--- config.mk ---
export PLATFORM = sky130hd
export DESIGN_NAME = fp_mantissa_multiplier_flat
export DESIGN_NICKNAME = d
export VERILOG_FILES = /design/src/rtl/fp_mantissa_multiplier_if.sv /design/src/rtl/fp_mantissa_multiplier.sv /design/src/flat_wrapper.sv
export SDC_FILE = /design/constraint.sdc
export NUM_CORES = 1
export LEC_CHECK = 0
export ABC_AREA = 1
export CAP_MARGIN = 0
export CELL_PAD_IN_SITES_DETAIL_PLACEMENT = 0
export CELL_PAD_IN_SITES_GLOBAL_PLACEMENT = 2
export CORE_MARGIN = 5
export CORE_UTILIZATION = 32
export CTS_CLUSTER_DIAMETER = 50
export DETAILED_ROUTE_END_ITERATION = 6
export HOLD_SLACK_MARGIN = 0.15
export PLACE_DENSITY = 0.87
export SYNTH_ARGS = -nofsm -noshare
export SYNTH_HDL_FRONTEND = slang
export SYNTH_SLANG_ARGS = --single-unit
--- constraint.sdc ---
create_clock -name clk_in -period 2.6 [get_ports clk_in]
set_input_delay 0.39 -clock clk_in [delete_from_list [all_inputs] [get_ports clk_in]]
set_output_delay 0.39 -clock clk_in [all_outputs]
set_load 0.01 [all_outputs]
--- src/rtl/fp_mantissa_multiplier_if.sv ---
// Operand/result bundle for fp_mantissa_multiplier; the requester drives the
// master side and the multiplier sits on the slave side.
interface fp_mantissa_multiplier_if #(
   parameter int EXP_WIDTH      = 8,
   parameter int MANTISSA_WIDTH = 23
);
   logic                              start_in;
   logic                              sign_a_in;
   logic                              sign_b_in;
   logic [EXP_WIDTH-1:0]              exp_a_in;
   logic [EXP_WIDTH-1:0]              exp_b_in;
   logic [MANTISSA_WIDTH-1:0]         mant_a_in;
   logic [MANTISSA_WIDTH-1:0]         mant_b_in;
   logic                              busy_out;
   logic                              done_out;
   logic                              sign_out;
   logic [EXP_WIDTH-1:0]              expoent_out;
   logic [2*(MANTISSA_WIDTH+1)-1:0]   result_out;
   logic                              carry_out;

   modport master (
      output start_in, sign_a_in, sign_b_in, exp_a_in, exp_b_in, mant_a_in, mant_b_in,
      input  busy_out, done_out, sign_out, expoent_out, result_out, carry_out
   );

   modport slave (
      input  start_in, sign_a_in, sign_b_in, exp_a_in, exp_b_in, mant_a_in, mant_b_in,
      output busy_out, done_out, sign_out, expoent_out, result_out, carry_out
   );
endinterface

--- src/rtl/fp_mantissa_multiplier.sv ---
// Sequential shift-and-add significand multiplier with biased exponent sum.
// Define FP_MULT_EARLY_ZERO_EN to skip the multiply for zero/underflow results.
module fp_mantissa_multiplier #(
   parameter int EXP_WIDTH      = 8,
   parameter int MANTISSA_WIDTH = 23
) (
   input  logic                      clk_in,
   input  logic                      rst_n_in,
   fp_mantissa_multiplier_if.slave   bus
);
   localparam int MW = MANTISSA_WIDTH;
   localparam int SW = MW + 1;
   localparam int PW = 2 * SW;
   localparam int CW = $clog2(MW + 2);
   localparam int XW = EXP_WIDTH + 2;
   localparam logic signed [XW-1:0] BIAS = {3'b000, {(EXP_WIDTH-1){1'b1}}};
   localparam logic [CW-1:0] LAST = CW'(SW);

   typedef enum logic [1:0] {IDLE, MULT, DONE} state_t;

   state_t state, next_state;
   logic   accept, load_out;

   logic [CW-1:0]        cnt;
   logic [PW-1:0]        mcand, acc;
   logic [SW-1:0]        mplier;
   logic                 sign_q, carry_q, flush_q;
   logic [EXP_WIDTH-1:0] exp_q;

   logic [SW-1:0]        sig_a, sig_b;
   logic signed [XW-1:0] exp_sum;
   logic                 zero_op, underflow, overflow, flush;

   assign sig_a     = {|bus.exp_a_in, bus.mant_a_in};
   assign sig_b     = {|bus.exp_b_in, bus.mant_b_in};
   assign exp_sum   = $signed({2'b00, bus.exp_a_in}) + $signed({2'b00, bus.exp_b_in}) - BIAS;
   assign zero_op   = (bus.exp_a_in == '0 && bus.mant_a_in == '0) ||
                      (bus.exp_b_in == '0 && bus.mant_b_in == '0);
   assign underflow = exp_sum[XW-1];
   // Non-negative sums never reach 2^(EXP_WIDTH+1), so bit EXP_WIDTH alone flags overflow.
   assign overflow  = ~exp_sum[XW-1] & exp_sum[EXP_WIDTH];
   assign flush     = zero_op | underflow;

   always_ff @(posedge clk_in or negedge rst_n_in) begin
      if (!rst_n_in) state <= IDLE;
      else           state <= next_state;
   end

   always_comb begin
      // NOTE: every output of this block gets a default first so no path can infer a latch.
      next_state = state;
      accept     = 1'b0;
      load_out   = 1'b0;
      unique case (state)
         IDLE: if (bus.start_in) begin
            accept = 1'b1;
`ifdef FP_MULT_EARLY_ZERO_EN
            if (flush) begin
               next_state = DONE;
               load_out   = 1'b1;
            end else begin
               next_state = MULT;
            end
`else
            next_state = MULT;
`endif
         end
         MULT: if (cnt == LAST) begin
            next_state = DONE;
            load_out   = 1'b1;
         end
         DONE: next_state = IDLE;
         default: next_state = IDLE;
      endcase
   end

   // NOTE: sequential state uses non-blocking assignments so every register samples pre-edge values.
   always_ff @(posedge clk_in or negedge rst_n_in) begin
      if (!rst_n_in) begin
         cnt     <= '0;
         mcand   <= '0;
         mplier  <= '0;
         acc     <= '0;
         sign_q  <= 1'b0;
         carry_q <= 1'b0;
         flush_q <= 1'b0;
         exp_q   <= '0;
      end else if (accept) begin
         cnt     <= '0;
         mcand   <= {{SW{1'b0}}, sig_a};
         mplier  <= sig_b;
         acc     <= '0;
         sign_q  <= bus.sign_a_in ^ bus.sign_b_in;
         carry_q <= overflow;
         flush_q <= flush;
         exp_q   <= exp_sum[EXP_WIDTH-1:0];
      end else if (state == MULT && cnt != LAST) begin
         if (mplier[0]) acc <= acc + mcand;
         mcand  <= mcand << 1;
         mplier <= mplier >> 1;
         cnt    <= cnt + 1'b1;
      end
   end

   // Results are published only on entry to DONE and held until the next one.
   always_ff @(posedge clk_in or negedge rst_n_in) begin
      if (!rst_n_in) begin
         bus.sign_out    <= 1'b0;
         bus.expoent_out <= '0;
         bus.result_out  <= '0;
         bus.carry_out   <= 1'b0;
      end else if (load_out) begin
         if (state == IDLE) begin
            bus.sign_out    <= bus.sign_a_in ^ bus.sign_b_in;
            bus.expoent_out <= '0;
            bus.result_out  <= '0;
            bus.carry_out   <= 1'b0;
         end else begin
            bus.sign_out    <= sign_q;
            bus.expoent_out <= flush_q ? '0 : exp_q;
            bus.result_out  <= flush_q ? '0 : acc;
            bus.carry_out   <= flush_q ? 1'b0 : carry_q;
         end
      end
   end

   assign bus.busy_out = (state != IDLE);
   assign bus.done_out = (state == DONE);
endmodule

--- src/flat_wrapper.sv ---
// flat-port wrapper written by rule: the top's interface ports become plain ports
module fp_mantissa_multiplier_flat 
#(
   parameter int EXP_WIDTH      = 8,
   parameter int MANTISSA_WIDTH = 23
)
  (clk_in, rst_n_in, bus_start_in, bus_sign_a_in, bus_sign_b_in, bus_exp_a_in, bus_exp_b_in, bus_mant_a_in, bus_mant_b_in, bus_busy_out, bus_done_out, bus_sign_out, bus_expoent_out, bus_result_out, bus_carry_out);
  fp_mantissa_multiplier_if #(.EXP_WIDTH(EXP_WIDTH), .MANTISSA_WIDTH(MANTISSA_WIDTH)) bus_i ();
  input  logic clk_in;
  input  logic rst_n_in;
  input wire logic [$bits(bus_i.start_in)-1:0] bus_start_in;
  input wire logic [$bits(bus_i.sign_a_in)-1:0] bus_sign_a_in;
  input wire logic [$bits(bus_i.sign_b_in)-1:0] bus_sign_b_in;
  input wire logic [$bits(bus_i.exp_a_in)-1:0] bus_exp_a_in;
  input wire logic [$bits(bus_i.exp_b_in)-1:0] bus_exp_b_in;
  input wire logic [$bits(bus_i.mant_a_in)-1:0] bus_mant_a_in;
  input wire logic [$bits(bus_i.mant_b_in)-1:0] bus_mant_b_in;
  output wire logic [$bits(bus_i.busy_out)-1:0] bus_busy_out;
  output wire logic [$bits(bus_i.done_out)-1:0] bus_done_out;
  output wire logic [$bits(bus_i.sign_out)-1:0] bus_sign_out;
  output wire logic [$bits(bus_i.expoent_out)-1:0] bus_expoent_out;
  output wire logic [$bits(bus_i.result_out)-1:0] bus_result_out;
  output wire logic [$bits(bus_i.carry_out)-1:0] bus_carry_out;
  assign bus_i.start_in = bus_start_in;
  assign bus_i.sign_a_in = bus_sign_a_in;
  assign bus_i.sign_b_in = bus_sign_b_in;
  assign bus_i.exp_a_in = bus_exp_a_in;
  assign bus_i.exp_b_in = bus_exp_b_in;
  assign bus_i.mant_a_in = bus_mant_a_in;
  assign bus_i.mant_b_in = bus_mant_b_in;
  assign bus_busy_out = bus_i.busy_out;
  assign bus_done_out = bus_i.done_out;
  assign bus_sign_out = bus_i.sign_out;
  assign bus_expoent_out = bus_i.expoent_out;
  assign bus_result_out = bus_i.result_out;
  assign bus_carry_out = bus_i.carry_out;
  fp_mantissa_multiplier #(.EXP_WIDTH(EXP_WIDTH), .MANTISSA_WIDTH(MANTISSA_WIDTH)) u_core (.clk_in(clk_in), .rst_n_in(rst_n_in), .bus(bus_i));
endmodule
==> results.ini <==
[status]
status = complete, no violations

[job]
cap_violations = 0

[power_and_ir_drop]
p_per_area_mw_per_mm2 = 1268
vdd_drop_max_v = 0.0004512
p_leak_nw = 7.825

[finish]
final_cell_mix = nand2_1, inv_1, dfrtp_1, nor2_1, nand3_1
fillCellCount = 4156
fin_cells = 2501
fin_util_pct = 38.87
syn2layout_area_growth_pct = 20.43
seqCellArea_mm2 = 0.004905
multi_input_area_mm2 = 0.006400
final_common_cell = nand2_1
final_nets = 2096
drive_gt1_share_pct = 3.835

[synth]
synth_nets = 1980
synth_flop_cell = dfrtp_1
async_reset_ff_share_pct = 100.0
yosysSeqAreaShare_pct = 39.32
synth_area_mm2 = 0.01247
ys_seq_elements = 196
postSynthAreaPerCell_um2 = 6.732
yosys_warnings = 0
synth_edf_count = 0
synth_cells = 1853
synth_cell_types = 36

[grt]
use_met1_pct = 24.31
grt_max_degree = 79
grt_pass1_wl_um = 63590
grt_pass1_vias = 11740
gr-total-overflow = 0
busiest_layer = met2
grt_usage_pct = 18.29
grt.met2_usage_pct = 30.18
grt_antenna_before_repair = 4
grt_use_met3_pct = 3.703

[routing]
wirelength_um = 39210
drtIter0Drc = 595
drtPass1Iterations = 5
ant_nets = 0
wl_per_cell_um = 15.68
drc = 0
avgViaCountPerCell = 4.676
vias = 11695

[sta]
hold_viol_final = 0
fmax_mhz = 419.3
fin_crit_sh_pct = 91.74
slew_violations = 0
whs_ns = 0.4389
tightest_slew_ns = 0.6061
relSlewSlack_pct = 59.59
rsz0062_at_grt = false
fin_crit_ns = 2.385
skew_ns = 0.01412
fin_setup_tns_ns = 0
setup_violations = 0

[floorplanning]
core.rowCount = 72
die_width_um = 207.4
start_util_pct = 32.28
die_h_um = 207.4
num_io_pins = 127
coreArea_mm2 = 0.03865
die-area_mm2 = 0.04303

[clock_network]
root_buffer = clkbuf_16
clock_path_buffers = 2
htreeDepth = 4
numCtsBuffers = 17
cts_tree = yes
cts_setup_buffers = 0
worstSkewPairLatency_ns = 0.46
clock_sinks = 196
clkTransAtPathRegs_ns = 0.07

[critical_path]
worst_setup_path_start_kind = flip-flop
required_ns = 2.94
end_kind = flip-flop
path_class = flip-flop to flip-flop
crit_fanout = 4
cp.arrival_ns = 2.73

[hold_path]
min_path_type = input pin to asynchronous set/reset pin

[placement]
port_buffers = 126
post-place-cells = 2467
dp_hpwl_um = 30610
place_congestion = 0.9138

[report_power, final]
group | switching, mW | internal [mW]
Combinational | 7.16 | 3.79
Sequential | 0.994 | 4.40
Clock | 1.25 | 1.46
[final timing paths]
kind                            startpoint                        end  slack, ns  cells after the start
min in group clk_in          u_core.cnt[4]              u_core.cnt[4]       0.47                      1
hold reg to reg              u_core.cnt[4]              u_core.cnt[4]       0.47                      1
max in group asynchronous         rst_n_in              u_core.cnt[0]       1.42                      3
setup / recovery           u_core.mcand[0]             u_core.acc[32]       0.21                     15
setup reg to reg           u_core.mcand[0]             u_core.acc[32]       0.21                     15
hold / removal                    rst_n_in  u_core.bus.expoent_out[5]       0.44                      2
[per-stage QoR]
step	cell area, µm²	power (mW)	setup WS (ns)
floorplan	12470	12.64	0.4845
global placement	14420	16.31	-0.06133
detailed placement	14420	16.44	-0.08756
CTS	15020	19.26	0.1862
global route	15020	20.93	0.01533
finish	15020	19.05	0.2149
[layer usage]
layer / wire length (µm) / part of all wire (%)
met5: 34 / 0.087
met3: 1594 / 4.1
met4: 892 / 2.3
met2: 18100 / 46
met1: 18590 / 47
[Yosys cell counts (12+ instances only)]
master | instances | area [µm²]
o21ai_0 | 44 | 220.2
a21oi_1 | 57 | 285.3
a31oi_1 | 39 | 244.0
o31ai_1 | 17 | 127.6
buf_2 | 21 | 105.1
inv_1 | 238 | 893.4
nor4_1 | 12 | 75.07
ha_1 | 58 | 725.7
dfrtp_1 | 196 | 4905
nor2_1 | 177 | 664.4
nand4_1 | 15 | 93.84
clkbuf_1 | 27 | 101.4
o21ai_1 | 12 | 60.06
nand2_1 | 733 | 2751
nand3_1 | 138 | 690.7
[layout make-up]
class                           count  share of cell area, %
Sequential cell                   196                  32.65
Inverter                          245                  6.121
Timing Repair Buffer              153                  10.37
Multi-Input combinational cell   1356                  42.60
Tap cell                          518                  4.314
Antenna cell                        1                0.01666
Clock inverter                     12                 0.9578
Clock buffer                       20                  2.973
[state kept, by name (all words and copies together), names as in the netlist]
| signal | flops |
|---|---|
| u_core.bus.result_out | 48 |
| u_core.sign_q | 1 |
| u_core.bus.carry_out | 1 |
| u_core.state | 2 |
| u_core.flush_q | 1 |
| u_core.bus.expoent_out | 8 |
| u_core.bus.sign_out | 1 |
| u_core.mplier | 24 |
| u_core.acc | 48 |
| u_core.cnt | 5 |
| u_core.exp_q | 8 |
| u_core.carry_q | 1 |
| u_core.mcand | 48 |
[what timing repair did]
item,in CTS,in global routing
gates resized for setup,0,1
endpoints found under the hold margin,41,0
endpoints found under the setup margin,0,1
hold buffers,1,0
[logic make-up (layout without fill, tap and decap cells)]
group | Yosys count | count (layout) | share of synthesized area, %
buf+inv | 301 | 430 | 9.569
simple gates | 1103 | 1103 | 35.91
fa+ha+maj | 60 | 60 | 6.138
other cells | 0 | 1 | 0
flops | 196 | 196 | 39.32
compound gates | 187 | 187 | 8.646
xor+xnor | 6 | 6 | 0.4213
[critical path, cell delays in order, from the launching register on]
cell     delay (ns)
dfrtp_1        0.38
ha_1           0.18
inv_1          0.06
fa_1           0.38
inv_1          0.15
nand3_1        0.09
nand3_1        0.19
nand2_1        0.08
nand2_1        0.16
nand3_1        0.09
nand2_1        0.13
nand2_1        0.14
nand2_1        0.09
nand2_1        0.05
nand3_1        0.07
nand2_1        0.05
(Power assumes the default switching activity.)
